### config.mk
export PLATFORM = sky130hd
export DESIGN_NAME = transpose_stream
export DESIGN_NICKNAME = d
export VERILOG_FILES = /design/src/rtl/transpose_stream.sv
export SDC_FILE = /design/constraint.sdc
export NUM_CORES = 2
export LEC_CHECK = 0
export CAP_MARGIN = 5
export CORE_UTILIZATION = 60
export CTS_CLUSTER_SIZE = 24
export DETAILED_ROUTE_END_ITERATION = 12
export GPL_TIMING_DRIVEN = 0
export PLACE_DENSITY = 0.81
export SLEW_MARGIN = 20
export SYNTH_ARGS = -nofsm -noshare
export SYNTH_HDL_FRONTEND = slang
export SYNTH_SLANG_ARGS = --single-unit
### constraint.sdc
create_clock -name clk -period 3.5 [get_ports clk]
set_input_delay 0.525 -clock clk [delete_from_list [all_inputs] [get_ports clk]]
set_output_delay 0.525 -clock clk [all_outputs]
set_load 0.02 [all_outputs]
### src/rtl/transpose_stream.sv
// transpose_stream: streaming matrix transpose buffer.
// Accepts M row vectors of N lanes over a valid/ready input port and
// replays them as N column vectors of M lanes over a valid/ready output port.
// Optional build macro TRANSPOSE_ZERO_PAD_EN: out_data lanes r >= M are
// forced to zero while draining; otherwise they show stale buffer contents.
module transpose_stream #(
  parameter int ROW_DIM    = 16,
  parameter int COL_DIM    = 16,
  parameter int DATA_WIDTH = 8
) (
  input  logic                           clk,
  input  logic                           reset,
  input  logic                           start,
  input  logic [$clog2(ROW_DIM):0]       cfg_rows,
  input  logic [$clog2(COL_DIM):0]       cfg_cols,
  input  logic                           in_valid,
  output logic                           in_ready,
  input  logic [COL_DIM*DATA_WIDTH-1:0]  in_data,
  output logic                           out_valid,
  input  logic                           out_ready,
  output logic [ROW_DIM*DATA_WIDTH-1:0]  out_data,
  output logic                           busy,
  output logic                           done,
  output logic                           cfg_err
);

  localparam int RW = $clog2(ROW_DIM) + 1;
  localparam int CW = $clog2(COL_DIM) + 1;
  localparam int RI = (ROW_DIM > 1) ? $clog2(ROW_DIM) : 1;
  localparam int CI = (COL_DIM > 1) ? $clog2(COL_DIM) : 1;

  localparam logic [RW-1:0] ROW_ONE = RW'(1);
  localparam logic [RW-1:0] ROW_MAX = RW'(ROW_DIM);
  localparam logic [CW-1:0] COL_ONE = CW'(1);
  localparam logic [CW-1:0] COL_MAX = CW'(COL_DIM);

  typedef enum logic [1:0] {
    ST_IDLE  = 2'd0,
    ST_LOAD  = 2'd1,
    ST_DRAIN = 2'd2
  } state_t;

  state_t                  state_r;
  logic [RW-1:0]           rows_r;
  logic [CW-1:0]           cols_r;
  logic [RW-1:0]           row_cnt_r;
  logic [CW-1:0]           col_cnt_r;
  logic [DATA_WIDTH-1:0]   buf_r [ROW_DIM][COL_DIM];

  logic                          cfg_ok_s;
  logic                          last_row_s;
  logic                          last_col_s;
  logic [CW-1:0]                 nxt_col_s;
  logic                          pad_s;
  logic [ROW_DIM*DATA_WIDTH-1:0] first_col_s;
  logic [ROW_DIM*DATA_WIDTH-1:0] next_col_s;

  // Config legality and end-of-phase detection from the latched dimensions.
  always_comb begin
    cfg_ok_s   = (cfg_rows >= ROW_ONE) && (cfg_rows <= ROW_MAX) &&
                 (cfg_cols >= COL_ONE) && (cfg_cols <= COL_MAX);
    last_row_s = (row_cnt_r == (rows_r - ROW_ONE));
    last_col_s = (col_cnt_r == (cols_r - COL_ONE));
    nxt_col_s  = col_cnt_r + COL_ONE;
  end

  // Column vectors to load into out_data: column 0 (including the row being
  // written on the final load beat) and column j+1 for the next drain beat.
  always_comb begin
    first_col_s = '0;
    next_col_s  = '0;
    pad_s       = 1'b0;
    for (int r = 0; r < ROW_DIM; r++) begin
`ifdef TRANSPOSE_ZERO_PAD_EN
      pad_s = (RW'(r) >= rows_r);
`else
      pad_s = 1'b0;
`endif
      if (pad_s) begin
        first_col_s[r*DATA_WIDTH +: DATA_WIDTH] = '0;
        next_col_s[r*DATA_WIDTH +: DATA_WIDTH]  = '0;
      end else begin
        if (RW'(r) == row_cnt_r) begin
          first_col_s[r*DATA_WIDTH +: DATA_WIDTH] = in_data[DATA_WIDTH-1:0];
        end else begin
          first_col_s[r*DATA_WIDTH +: DATA_WIDTH] = buf_r[r][0];
        end
        next_col_s[r*DATA_WIDTH +: DATA_WIDTH] = buf_r[r][nxt_col_s[CI-1:0]];
      end
    end
  end

  // Job FSM, buffer writes and all registered outputs.
  always_ff @(posedge clk or negedge reset) begin
    if (!reset) begin
      state_r   <= ST_IDLE;
      rows_r    <= '0;
      cols_r    <= '0;
      row_cnt_r <= '0;
      col_cnt_r <= '0;
      in_ready  <= 1'b0;
      out_valid <= 1'b0;
      out_data  <= '0;
      busy      <= 1'b0;
      done      <= 1'b0;
      cfg_err   <= 1'b0;
      for (int r = 0; r < ROW_DIM; r++) begin
        for (int c = 0; c < COL_DIM; c++) begin
          buf_r[r][c] <= '0;
        end
      end
    end else begin
      done    <= 1'b0;
      cfg_err <= 1'b0;
      case (state_r)
        ST_IDLE: begin
          if (start) begin
            if (cfg_ok_s) begin
              rows_r    <= cfg_rows;
              cols_r    <= cfg_cols;
              row_cnt_r <= '0;
              col_cnt_r <= '0;
              in_ready  <= 1'b1;
              busy      <= 1'b1;
              state_r   <= ST_LOAD;
            end else begin
              cfg_err <= 1'b1;
            end
          end
        end
        ST_LOAD: begin
          // in_ready is high throughout LOAD, so in_valid alone marks a beat
          if (in_valid) begin
            for (int c = 0; c < COL_DIM; c++) begin
              if (CW'(c) < cols_r) begin
                buf_r[row_cnt_r[RI-1:0]][c] <= in_data[c*DATA_WIDTH +: DATA_WIDTH];
              end
            end
            if (last_row_s) begin
              in_ready  <= 1'b0;
              out_valid <= 1'b1;
              out_data  <= first_col_s;
              col_cnt_r <= '0;
              state_r   <= ST_DRAIN;
            end else begin
              row_cnt_r <= row_cnt_r + ROW_ONE;
            end
          end
        end
        ST_DRAIN: begin
          if (out_ready) begin
            if (last_col_s) begin
              out_valid <= 1'b0;
              out_data  <= '0;
              busy      <= 1'b0;
              done      <= 1'b1;
              state_r   <= ST_IDLE;
            end else begin
              col_cnt_r <= nxt_col_s;
              out_data  <= next_col_s;
            end
          end
        end
        default: begin
          state_r   <= ST_IDLE;
          in_ready  <= 1'b0;
          out_valid <= 1'b0;
          busy      <= 1'b0;
        end
      endcase
    end
  end

endmodule

==> results.py <==
metrics = {
    "grt": {
        "grt-busiest-layer": "met2",
        "met1_usage": 0.5591,
        "grt_pass1_wl_mm": 506.6,
        "grt_pass1_vias": 68810,
        "grt-ovfl-total": 0,
        "grt_max_degree": 154,
        "antenna_found_initial": 34,
        "use_met3": 0.1137,
        "grtUsageMet2": 0.5876,
        "grt_usage": 0.4197,
    },
    "synthesis": {
        "syn_inst": 6679,
        "synth_most_common_cell": "mux2_2",
        "synth_top_area_cell": "dfrtp_1",
        "yosysWarnings": 0,
        "ys_top_cells_by_area": "dfrtp_1 54%, mux2_2 26%, mux4_2 11%",
        "syn_area_um2": 102200,
        "netlist.area_leader.share": 0.5397,
        "ys.flop_type": "dfrtp_1",
        "syn_nets": 6831,
        "ys_ff_latch": 2203,
        "async_flop_share": 1.000,
        "synth_common_cells": "2315 x mux2_2, 2203 x dfrtp_1, 512 x mux4_2",
        "synth-edff-count": 0,
        "synth_cell_types": 60,
        "syn_avg_cell_area_um2": 15.29,
        "yosysSeqAreaShare": 0.5397,
    },
    "power_and_ir_drop": {
        "internal-power_mw": 66.35,
        "p_clk_frac": 0.240,
        "pwr-share-seq": 0.427,
        "leakagePower_nw": 52.40,
        "switching_power_mw": 33.59,
        "switching_share": 0.3361,
        "peakVddDrop_v": 0.0005611,
        "pwr-share-comb": 0.333,
        "powerDensity_nw_per_um2": 863.8,
    },
    "route": {
        "routed_wl_mm": 358.9,
        "firstDrtPassIters": 5,
        "viasPerCell": 7.089,
        "first_iter_violations": 8893,
        "wl_per_cell_um": 37.38,
        "ant_nets": 0,
        "vias": 68070,
        "drc": 0,
    },
    "critical_path": {
        "reg2reg_from": "row_cnt_r[0]$_DFFE_PN0P_",
        "end_kind": "register",
        "startpoint": "row_cnt_r[0]$_DFFE_PN0P_",
        "worstSetupPathType": "register to register",
        "crit_arrival_ns": 4.52,
        "cp-start-kind": "register",
        "critPathRequiredTime_ns": 4.26,
        "cp_max_fo": 10,
    },
    "sta": {
        "finalCritPeriodShare": 1.075,
        "tightestPinTransition_ns": 1.355,
        "setup_ws_ns": -0.2632,
        "rsz0062_at_grt": "yes",
        "setup_violations": 184,
        "timing.fmax_mhz": 265.7,
        "drv_slew": 0,
        "layout_min_cycle_time_ns": 3.763,
        "fin_worst_skew_ns": 0.03164,
        "relSlewSlack": 0.09646,
        "final-hold-violation-count": 144,
        "hold_slack_ns": -0.2821,
    },
    "clock_tree": {
        "clk_path_buf_depth": 3,
        "htreeDepth": 4,
        "cts_tree": "done",
        "cts_made_buffers": 219,
        "cts_sinks": 2203,
        "clk_pin_slew_worst_paths_ns": 0.06,
        "clk_latency_ns": 0.90,
        "root_buffer": "clkbuf_16",
        "postCtsSetupRepairBufs": 0,
    },
    "placed_design": {
        "gp_congestion": 0.9681,
        "dpl_cell_area_um2": 108200,
        "dp_cells": 9192,
        "dp_hpwl_mm": 248.2,
        "io_buffers": 275,
    },
    "final_layout": {
        "drive_gt1_frac": 0.4955,
        "num-nets-final": 7350,
        "ff_latch_area_um2": 55130,
        "fill_cells": 11420,
        "area_growth_pct": 13.27,
        "final_cell_area_um2": 115700,
        "multiInputGateArea_um2": 45230,
        "fin_cells": 9602,
    },
    "run": {
        "cap_viol_max_count": 0,
    },
    "outcome": {
        "status": "finished with violations",
        "violations": "negative hold slack, negative setup slack",
    },
    "floorplanning": {
        "fp.dieW_um": 414.6,
        "num_io_pins": 276,
        "rows": 151,
        "die_y_um": 414.6,
        "start_util": 0.6034,
        "design.core.area_um2": 169300,
        "die_area_um2": 171900,
    },
    "worst_hold_path": {
        "hp-class": "input pin to async pin",
    },
}
==> timing repair <==
action,4_1_cts,5_1_grt
resized for setup,61,51
endpoints found under the hold margin,144,144
setup endpoints to repair,390,255
==> placed cells by master (no fill, tap or decap), types with 14 or more instances in the layout <==
cell,Yosys,routed
a31oi_1,130,129
buf_1,23,18
buf_16,0,18
buf_2,132,130
clkbuf_1,278,255
clkbuf_16,0,224
clkbuf_2,0,77
clkbuf_8,0,63
clkdlybuf4s50_1,0,274
clkinv_2,0,35
dfrtp_1,2203,2203
diode_2,0,14
inv_1,16,16
mux2_2,2315,2315
mux2i_1,128,128
mux4_2,512,512
nand2_1,289,289
nor2_1,205,168
nor2_2,95,131
nor3_2,57,57
o211ai_1,131,131
==> metal layers <==
layer / vias to the layer above / routed length [um] / part of all wire
met4: 12 / 33650 / 0.094
li1: 25920 / - / -
met3: 1133 / 41590 / 0.12
met2: 4684 / 154000 / 0.43
met1: 36320 / 129600 / 0.36
met5: - / 89 / 0.00025
==> metrics by stage <==
step / setup TNS [ns] / util / total power [mW] / worst slack (ns)
6_report: -21.10 / 0.6835 / 99.94 / -0.2632
5_1_grt: -0.6355 / 0.6833 / 102.8 / -0.04630
4_1_cts: -0.2447 / 0.6826 / 98.90 / -0.02280
3_5_place_dp: -356.34 / 0.6394 / 75.13 / -0.8566
3_3_place_gp: - / 0.6361 / 73.73 / -94.30
2_1_floorplan: 0 / - / 61.78 / 1.063
==> path summary, 6_finish.rpt <==
path | depth (start not counted) | to | slack [ns]
setup / recovery | 7 | buf_r[748]$_DFFE_PN0P_ | -0.26
hold / removal | 2 | buf_r[163]$_DFFE_PN0P_ | -0.28
setup reg to reg | 7 | buf_r[748]$_DFFE_PN0P_ | -0.26
hold reg to reg | 1 | buf_r[1291]$_DFFE_PN0P_ | 0.50
max in group asynchronous | 6 | buf_r[1088]$_DFFE_PN0P_ | 0.54
min in group clk | 2 | done$_DFF_PN0_ | 0.36
==> layout make-up <==
type                       count  area share
tap                         2218     0.02398
clock inverter                53    0.004520
buffer                       440     0.01700
sequential                  2203      0.4765
multi-input combinational   4019      0.3909
timing repair buffer         298     0.02863
antenna                       14   0.0003028
clock buffer                 340     0.05766
inverter                      17   0.0005515
==> critical path: stages, from the launching register on <==
cell and delay (ns):
dfrtp_1 0.45, inv_1 0.12, ha_1 0.14, clkbuf_1 0.50, nand2_1 0.64, clkbuf_1 0.65, nor2_2 0.71, mux2_2 0.41
==> cell families after synthesis <==
group | Yosys count | share of synthesized area
compound gates | 296 | 0.02032
xor+xnor | 16 | 0.001372
fa+ha+maj | 9 | 0.001102
buf+inv | 457 | 0.01870
flops | 2203 | 0.5397
mux | 2955 | 0.3806
simple gates | 743 | 0.03823
==> state kept, by name (all words and copies together), names as in the netlist, 2 cells and up <==
register   cells
col_cnt_r      5
buf_r       2048
row_cnt_r      5
out_data     128
rows_r         5
state_r        2
cols_r         5
==> power by group through the flow <==
stage | combinational (mW) | sequential, mW | clock [mW]
2_1_floorplan | 21.0 | 40.8 | 0
3_3_place_gp | 31.2 | 42.6 | 0
3_5_place_dp | 32.5 | 42.6 | 0
4_1_cts | 32.8 | 42.3 | 23.8
5_1_grt | 34.4 | 43.6 | 24.8
6_report | 33.3 | 42.7 | 23.9
(Power assumes the default switching activity.)
